<file path="src/rtl/saturate_sub_multi.sv">
// Time-multiplexed two-stage saturating subtractor with per-channel saturation-event counters.
// Define SATSUB_COUNTERS_EN to build the counters, rdData and clrStrobe; otherwise rdData reads 0.
module saturate_sub_multi #(
    parameter int AWIDTH    = 16,
    parameter int BWIDTH    = 16,
    parameter int DIFFWIDTH = 16,
    parameter int NCHAN     = 8,
    parameter int CNTWIDTH  = 16,
    localparam int CHANW    = (NCHAN > 1) ? $clog2(NCHAN) : 1
) (
    input  logic                 sysClk,
    input  logic                 sysReset_n,
    input  logic                 inValid,
    input  logic [CHANW-1:0]     inChan,
    input  logic                 inUnsigned,
    input  logic [AWIDTH-1:0]    A,
    input  logic [BWIDTH-1:0]    B,
    output logic                 outValid,
    output logic [CHANW-1:0]     outChan,
    output logic [DIFFWIDTH-1:0] DIFF,
    output logic                 satHi,
    output logic                 satLo,
    input  logic [CHANW-1:0]     rdChan,
    output logic [CNTWIDTH-1:0]  rdData,
    input  logic                 clrStrobe
);

    localparam int FULLWIDTH = ((AWIDTH > BWIDTH) ? AWIDTH : BWIDTH) + 1;

    logic signed [FULLWIDTH-1:0] a_ext;
    logic signed [FULLWIDTH-1:0] b_ext;
    logic signed [FULLWIDTH-1:0] s1_diff;
    logic                        s1_valid;
    logic [CHANW-1:0]            s1_chan;
    logic                        s1_uns;
    logic [DIFFWIDTH-1:0]        diff_c;
    logic                        hi_c;
    logic                        lo_c;

    // One extra bit over the wider operand keeps the difference exact in both modes.
    always_comb begin
        a_ext = {{(FULLWIDTH-AWIDTH){A[AWIDTH-1] & ~inUnsigned}}, A};
        b_ext = {{(FULLWIDTH-BWIDTH){B[BWIDTH-1] & ~inUnsigned}}, B};
    end

    always_ff @(posedge sysClk or negedge sysReset_n) begin
        if (!sysReset_n) begin
            s1_valid <= 1'b0;
            s1_chan  <= '0;
            s1_uns   <= 1'b0;
            s1_diff  <= '0;
        end else begin
            s1_valid <= inValid;
            s1_chan  <= inChan;
            s1_uns   <= inUnsigned;
            s1_diff  <= a_ext - b_ext;
        end
    end

    generate
        if (DIFFWIDTH >= FULLWIDTH) begin : g_nosat
            always_comb begin
                hi_c = 1'b0;
                lo_c = 1'b0;
                if (s1_uns) begin
                    diff_c = DIFFWIDTH'($unsigned(s1_diff));
                end else begin
                    diff_c = DIFFWIDTH'(s1_diff);
                end
            end
        end else begin : g_sat
            localparam logic signed [FULLWIDTH-1:0] SMAX =
                {{(FULLWIDTH-DIFFWIDTH+1){1'b0}}, {(DIFFWIDTH-1){1'b1}}};
            localparam logic signed [FULLWIDTH-1:0] SMIN = ~SMAX;
            localparam logic signed [FULLWIDTH-1:0] UMAX =
                {{(FULLWIDTH-DIFFWIDTH){1'b0}}, {DIFFWIDTH{1'b1}}};

            always_comb begin
                hi_c   = 1'b0;
                lo_c   = 1'b0;
                diff_c = s1_diff[DIFFWIDTH-1:0];
                if (s1_uns) begin
                    if (s1_diff[FULLWIDTH-1]) begin
                        lo_c   = 1'b1;
                        diff_c = '0;
                    end else if (s1_diff > UMAX) begin
                        hi_c   = 1'b1;
                        diff_c = '1;
                    end
                end else begin
                    if (s1_diff > SMAX) begin
                        hi_c   = 1'b1;
                        diff_c = SMAX[DIFFWIDTH-1:0];
                    end else if (s1_diff < SMIN) begin
                        lo_c   = 1'b1;
                        diff_c = SMIN[DIFFWIDTH-1:0];
                    end
                end
            end
        end
    endgenerate

    always_ff @(posedge sysClk or negedge sysReset_n) begin
        if (!sysReset_n) begin
            outValid <= 1'b0;
            outChan  <= '0;
            DIFF     <= '0;
            satHi    <= 1'b0;
            satLo    <= 1'b0;
        end else begin
            outValid <= s1_valid;
            outChan  <= s1_chan;
            DIFF     <= diff_c;
            satHi    <= s1_valid & hi_c;
            satLo    <= s1_valid & lo_c;
        end
    end

`ifdef SATSUB_COUNTERS_EN
    localparam logic [CNTWIDTH-1:0] CNT_MAX = '1;

    logic [CNTWIDTH-1:0] cnt_q [NCHAN];
    logic [CNTWIDTH-1:0] cnt_d [NCHAN];
    logic [CNTWIDTH-1:0] rd_d;

    // rdData samples the next counter value so an event shows one cycle after outValid.
    // Channels >= NCHAN match no entry, so their events are dropped.
    always_comb begin
        rd_d = '0;
        for (int i = 0; i < NCHAN; i++) begin
            cnt_d[i] = cnt_q[i];
            if (clrStrobe && (rdChan == CHANW'(i))) begin
                cnt_d[i] = '0;
            end else if (outValid && (satHi || satLo) && (outChan == CHANW'(i))
                         && (cnt_q[i] != CNT_MAX)) begin
                cnt_d[i] = cnt_q[i] + CNTWIDTH'(1);
            end
            if (rdChan == CHANW'(i)) begin
                rd_d = cnt_d[i];
            end
        end
    end

    always_ff @(posedge sysClk or negedge sysReset_n) begin
        if (!sysReset_n) begin
            for (int i = 0; i < NCHAN; i++) begin
                cnt_q[i] <= '0;
            end
            rdData <= '0;
        end else begin
            cnt_q  <= cnt_d;
            rdData <= rd_d;
        end
    end
`else
    logic unused_rd_ports;

    assign unused_rd_ports = ^{clrStrobe, rdChan};
    assign rdData          = '0;
`endif

endmodule

</file>
<file path="config.mk">
export PLATFORM = sky130hd
export DESIGN_NAME = saturate_sub_multi
export DESIGN_NICKNAME = d
export VERILOG_FILES = /design/src/rtl/saturate_sub_multi.sv
export SDC_FILE = /design/constraint.sdc
export NUM_CORES = 1
export LEC_CHECK = 0
export ABC_CLOCK_PERIOD_IN_PS = 3120
export CORE_MARGIN = 2
export CORE_UTILIZATION = 48
export CTS_CLUSTER_DIAMETER = 100
export DETAILED_ROUTE_END_ITERATION = 8
export PLACE_DENSITY = 0.85
export SYNTH_ARGS = -nofsm -noshare
export SYNTH_HDL_FRONTEND = slang
export SYNTH_SLANG_ARGS = --single-unit
</file>
<file path="constraint.sdc">
create_clock -name sysClk -period 3.12 [get_ports sysClk]
set_input_delay 0.312 -clock sysClk [delete_from_list [all_inputs] [get_ports sysClk]]
set_output_delay 0.312 -clock sysClk [all_outputs]
set_load 0.03 [all_outputs]
</file>
* After elaboration in Yosys (flattened, before gate mapping) *
Cells that the tools add are included.

operators by class
  $add $sub $neg = 1
  $lt $le $gt $ge = 3
  muxes and demuxes = 13
  bitwise logic cells = 5

operators with widths
  kind                  number
  $mux 16               5
  $gt 17x16->1 const B  1
  $gt 17x17->1 const B  1
  $lt 17x16->1 const B  1
  $sub 17x17->17        1
  $mux 1                8
  $and 1x1->1           4
  $not 1->1             1

word-level totals
  bits in registers = 44

* Logic depth before layout (Yosys ltp) *
  word-level depth = 5
  mapped depth = 9

* Worst setup path before layout *
Ideal clock, no wire load.

  path type = input to register
  start = input port A[0]
  end = register s1_diff[14]
  setup time = 124 ps
  data arrival time = 1781 ps
  data required time = 2996 ps
  slack = 1216 ps
  stages on the path = 9
  buffers on the path = 0
  cells stage by stage = inv_1 -> ha_1 -> fa_1 -> nor2b_4 -> o31a_4 -> a31oi_4 -> o21ai_2 -> a31oi_1 -> xnor2_1

between the ends
  longest elaborated chain between the ends = 1

ends and longest elaborated chain
  what                    RTL line  source
  start: declaration      16        input logic [AWIDTH-1:0] A,
  $sub 17x17->17          56        s1_diff <= a_ext - b_ext;
  end signal: assignment  56
  end: declaration        32        logic signed [FULLWIDTH-1:0] s1_diff;

Every way passes these cells.

* Worst setup path in the final report *
  start = input port A[0]
  end = register s1_diff[16]

The elaborated chain is that of the path after synthesis.

==> results_dict.tcl <==
set metrics [dict create \
    crit_family "adder cells" \
    cp-startpoint "A[0]" \
    yosys_warnings 0 \
    wl_met3_um 225 \
    die_h_um 73.1 \
    critical_path_buf_inv_count 2 \
    grt_pass1_wl_um 5870 \
    clkLatencyLatePin_ns 0.28 \
    vias 1634 \
    synth.largest_area_cell "dfrtp_1" \
    fin_cells 345 \
    max_freq_mhz 454 \
    r2r-start "s1_uns" \
    start_kind "input port" \
    ys_types 36 \
    nets 350 \
    crit_required_ns 3.28 \
    initial_utilization 0.492 \
    antenna_found_initial 0 \
    path_class "input port to register" \
    critPathCaptureType "register" \
    p_per_area_nw_per_um2 558 \
    clock-sinks 44 \
    rsz0062_at_grt "false" \
    hold_viol_final 0 \
    wl_met2_um 1730 \
    place_ws_ns 0.615 \
    ctsResizeCount 0 \
    initialDrtViolationCount 126 \
    tritoncts "yes" \
    core_area_um2 4660 \
    cp_slowest_cell "clkdlybuf4s50_1" \
    worst-slew-pin-transition_ns 0.973 \
    syn-cell-area_um2 2290 \
    drc 0 \
    drt-met1-wl_um 1430 \
    cp_max_fo 3 \
    fin_crit_ns 2.20 \
    hold-worst-slack_ns 0.143 \
    rows 25 \
    skew_ns 0.00159 \
    clk_pin_slew_worst_paths_ns 0.07 \
    cpPeakStageDelay_ns 0.45 \
    synth.area.top_cells "dfrtp_1 (48%), ha_1 (8.7%), buf_4 (5.2%)" \
    drtAntennaViolNets 0 \
    gp_congestion 0.827 \
    final_max_slew_viol_count 0 \
    ir_drop_v 0.000237 \
    area_delta_synth_final_pct 29.4 \
    grt_pass1_vias 1418 \
    worstPathCellList "clkdlybuf4s50_1 -> inv_1 -> ha_1 -> fa_1 -> nor2b_4 -> o31a_4 -> a31oi_4 -> o21ai_2 -> a221oi_2 -> xor2_1" \
    max_slew_margin 0.348 \
    synth-seq-area-share 0.480 \
    wl_um 3450 \
    status "finished, final reports clean" \
    final.period_utilization 0.706 \
    top_layer "met4" \
    first_pass_iters 4 \
    postCtsSetupBuffers 0 \
    grt_start_max_net_pins 45 \
    grt_overflow 0 \
    hold_buffers 0 \
    diodes 0 \
    numCtsBuffers 5 \
    cts_max_path_buffers 2 \
    finalSetupTns_ns 0 \
    ioPinCount 81 \
    vias_per_cell 4.74 \
    ys_ff_latch 44 \
    postSynthCellCount 229 \
    drive_gt1_frac 0.0515 \
    grtUsageTotal 0.140 \
    htree_levels 2 \
    cts-root-buf "clkbuf_8" \
    die-area_um2 5340 \
    io_buffers 60 \
    p_leak_nw 1.40 \
    dp_hpwl_um 2820 \
    cp.arrival_ns 2.36 \
    hold_path.class "input port to asynchronous set/reset pin" \
    max_cap_viol_count 0 \
    wl_per_cell_um 10.0 \
    synth.avg_cell_area_um2 10.0 \
    yosysTopAreaCellShare 0.480 \
    setup_viol 0 \
    post-place-cells 337 \
    timing.final.ws_setup_ns 0.917 \
    die_x_um 73.1 \
]
## state kept, by name, summed over array words and instances (netlist names)
register  count
satHi         1
outChan       3
s1_diff      17
s1_valid      1
DIFF         16
s1_uns        1
satLo         1
outValid      1
s1_chan       3
## report_power, final
| part | switching, mW | internal [mW] |
|---|---|---|
| combinational | 0.330 | 0.257 |
| sequential | 0.0475 | 0.681 |
| clock | 0.160 | 0.180 |
| total | 0.537 | 1.12 |
## worst register-to-register path: stages (launching register included)
cell	delay, ns
dfrtp_1	0.40
nor2b_2	0.77
nor2_1	0.10
o21ai_0	0.21
## cell type report
cell class / count / area [um2]
Fill cell: 370 / 1700
Clock buffer: 8 / 90.1
Tap cell: 54 / 67.6
Sequential cell: 44 / 1100
Inverter: 21 / 78.8
Timing Repair Buffer: 60 / 596
Multi-Input combinational cell: 158 / 1030
## Yosys cell counts, drive strengths merged
master / number
nand4: 1
clkbuf: 5
dfrtp: 44
o31a: 1
a31oi: 2
xor2: 5
inv: 21
and3b: 1
a221oi: 1
nand2: 23
nor2: 22
o21ai: 21
o2111ai: 1
and2: 1
a21oi: 11
conb: 1
o31ai: 1
nor2b: 3
a21o: 7
fa: 1
a211oi: 2
ha: 16
buf: 16
o21a: 4
a21boi: 1
nand3: 2
xnor2: 10
and4: 1
mux2i: 1
o21bai: 2
nor3b: 1
## through the flow
step | util | total power [mW] | instance area (um2)
final | 0.636 | 1.65 | 2970
after global routing | 0.636 | 1.76 | 2970
after CTS | 0.636 | 1.67 | 2970
after detailed placement | 0.617 | 1.33 | 2880
after global placement | 0.617 | 1.31 | 2880
after floorplan | - | 1.12 | 2350
## path summary, 6_finish.rpt
kind	end	slack (ns)	cells after the start
min in group sysClk	outChan[1]	0.35	0
max in group asynchronous	DIFF[13]	2.43	1
worst max-delay path	s1_diff[16]	0.92	10
worst max register to register	DIFF[7]	1.56	3
worst min-delay path	DIFF[2]	0.14	1
worst min register to register	outChan[1]	0.35	0
## logic make-up (layout without fill, tap and decap cells)
| group | Yosys count | after routing | synth area share |
|---|---|---|---|
| mux | 1 | 1 | 0.00437 |
| xor+xnor | 15 | 15 | 0.0573 |
| flops | 44 | 44 | 0.480 |
| fa+ha+maj | 17 | 17 | 0.0961 |
| compound gates | 54 | 54 | 0.159 |
| other cells | 1 | 16 | 0.00164 |
| buf+inv | 42 | 89 | 0.0950 |
| simple gates | 55 | 55 | 0.106 |
## placed cells by master (no fill, tap or decap), types with 2 or more instances in the layout
master,instances
dfrtp_1,44
clkbuf_8,6
nand3_1,2
nand2_1,23
clkbuf_1,2
inv_1,21
xor2_1,5
a21o_1,7
nor2_1,22
xnor2_1,10
o21a_1,4
o21bai_1,2
o21ai_0,19
a21oi_1,10
conb_1,16
ha_1,16
a211oi_1,2
clkdlybuf4s50_1,59
## layer usage
layer  track usage  vias to the layer above
met5             0                        -
met4        0.0556                        0
li1              -                      841
met2         0.240                       70
met3        0.0304                        6
met1         0.172                      717
No activity file was read; power rests on OpenSTA's default activity.
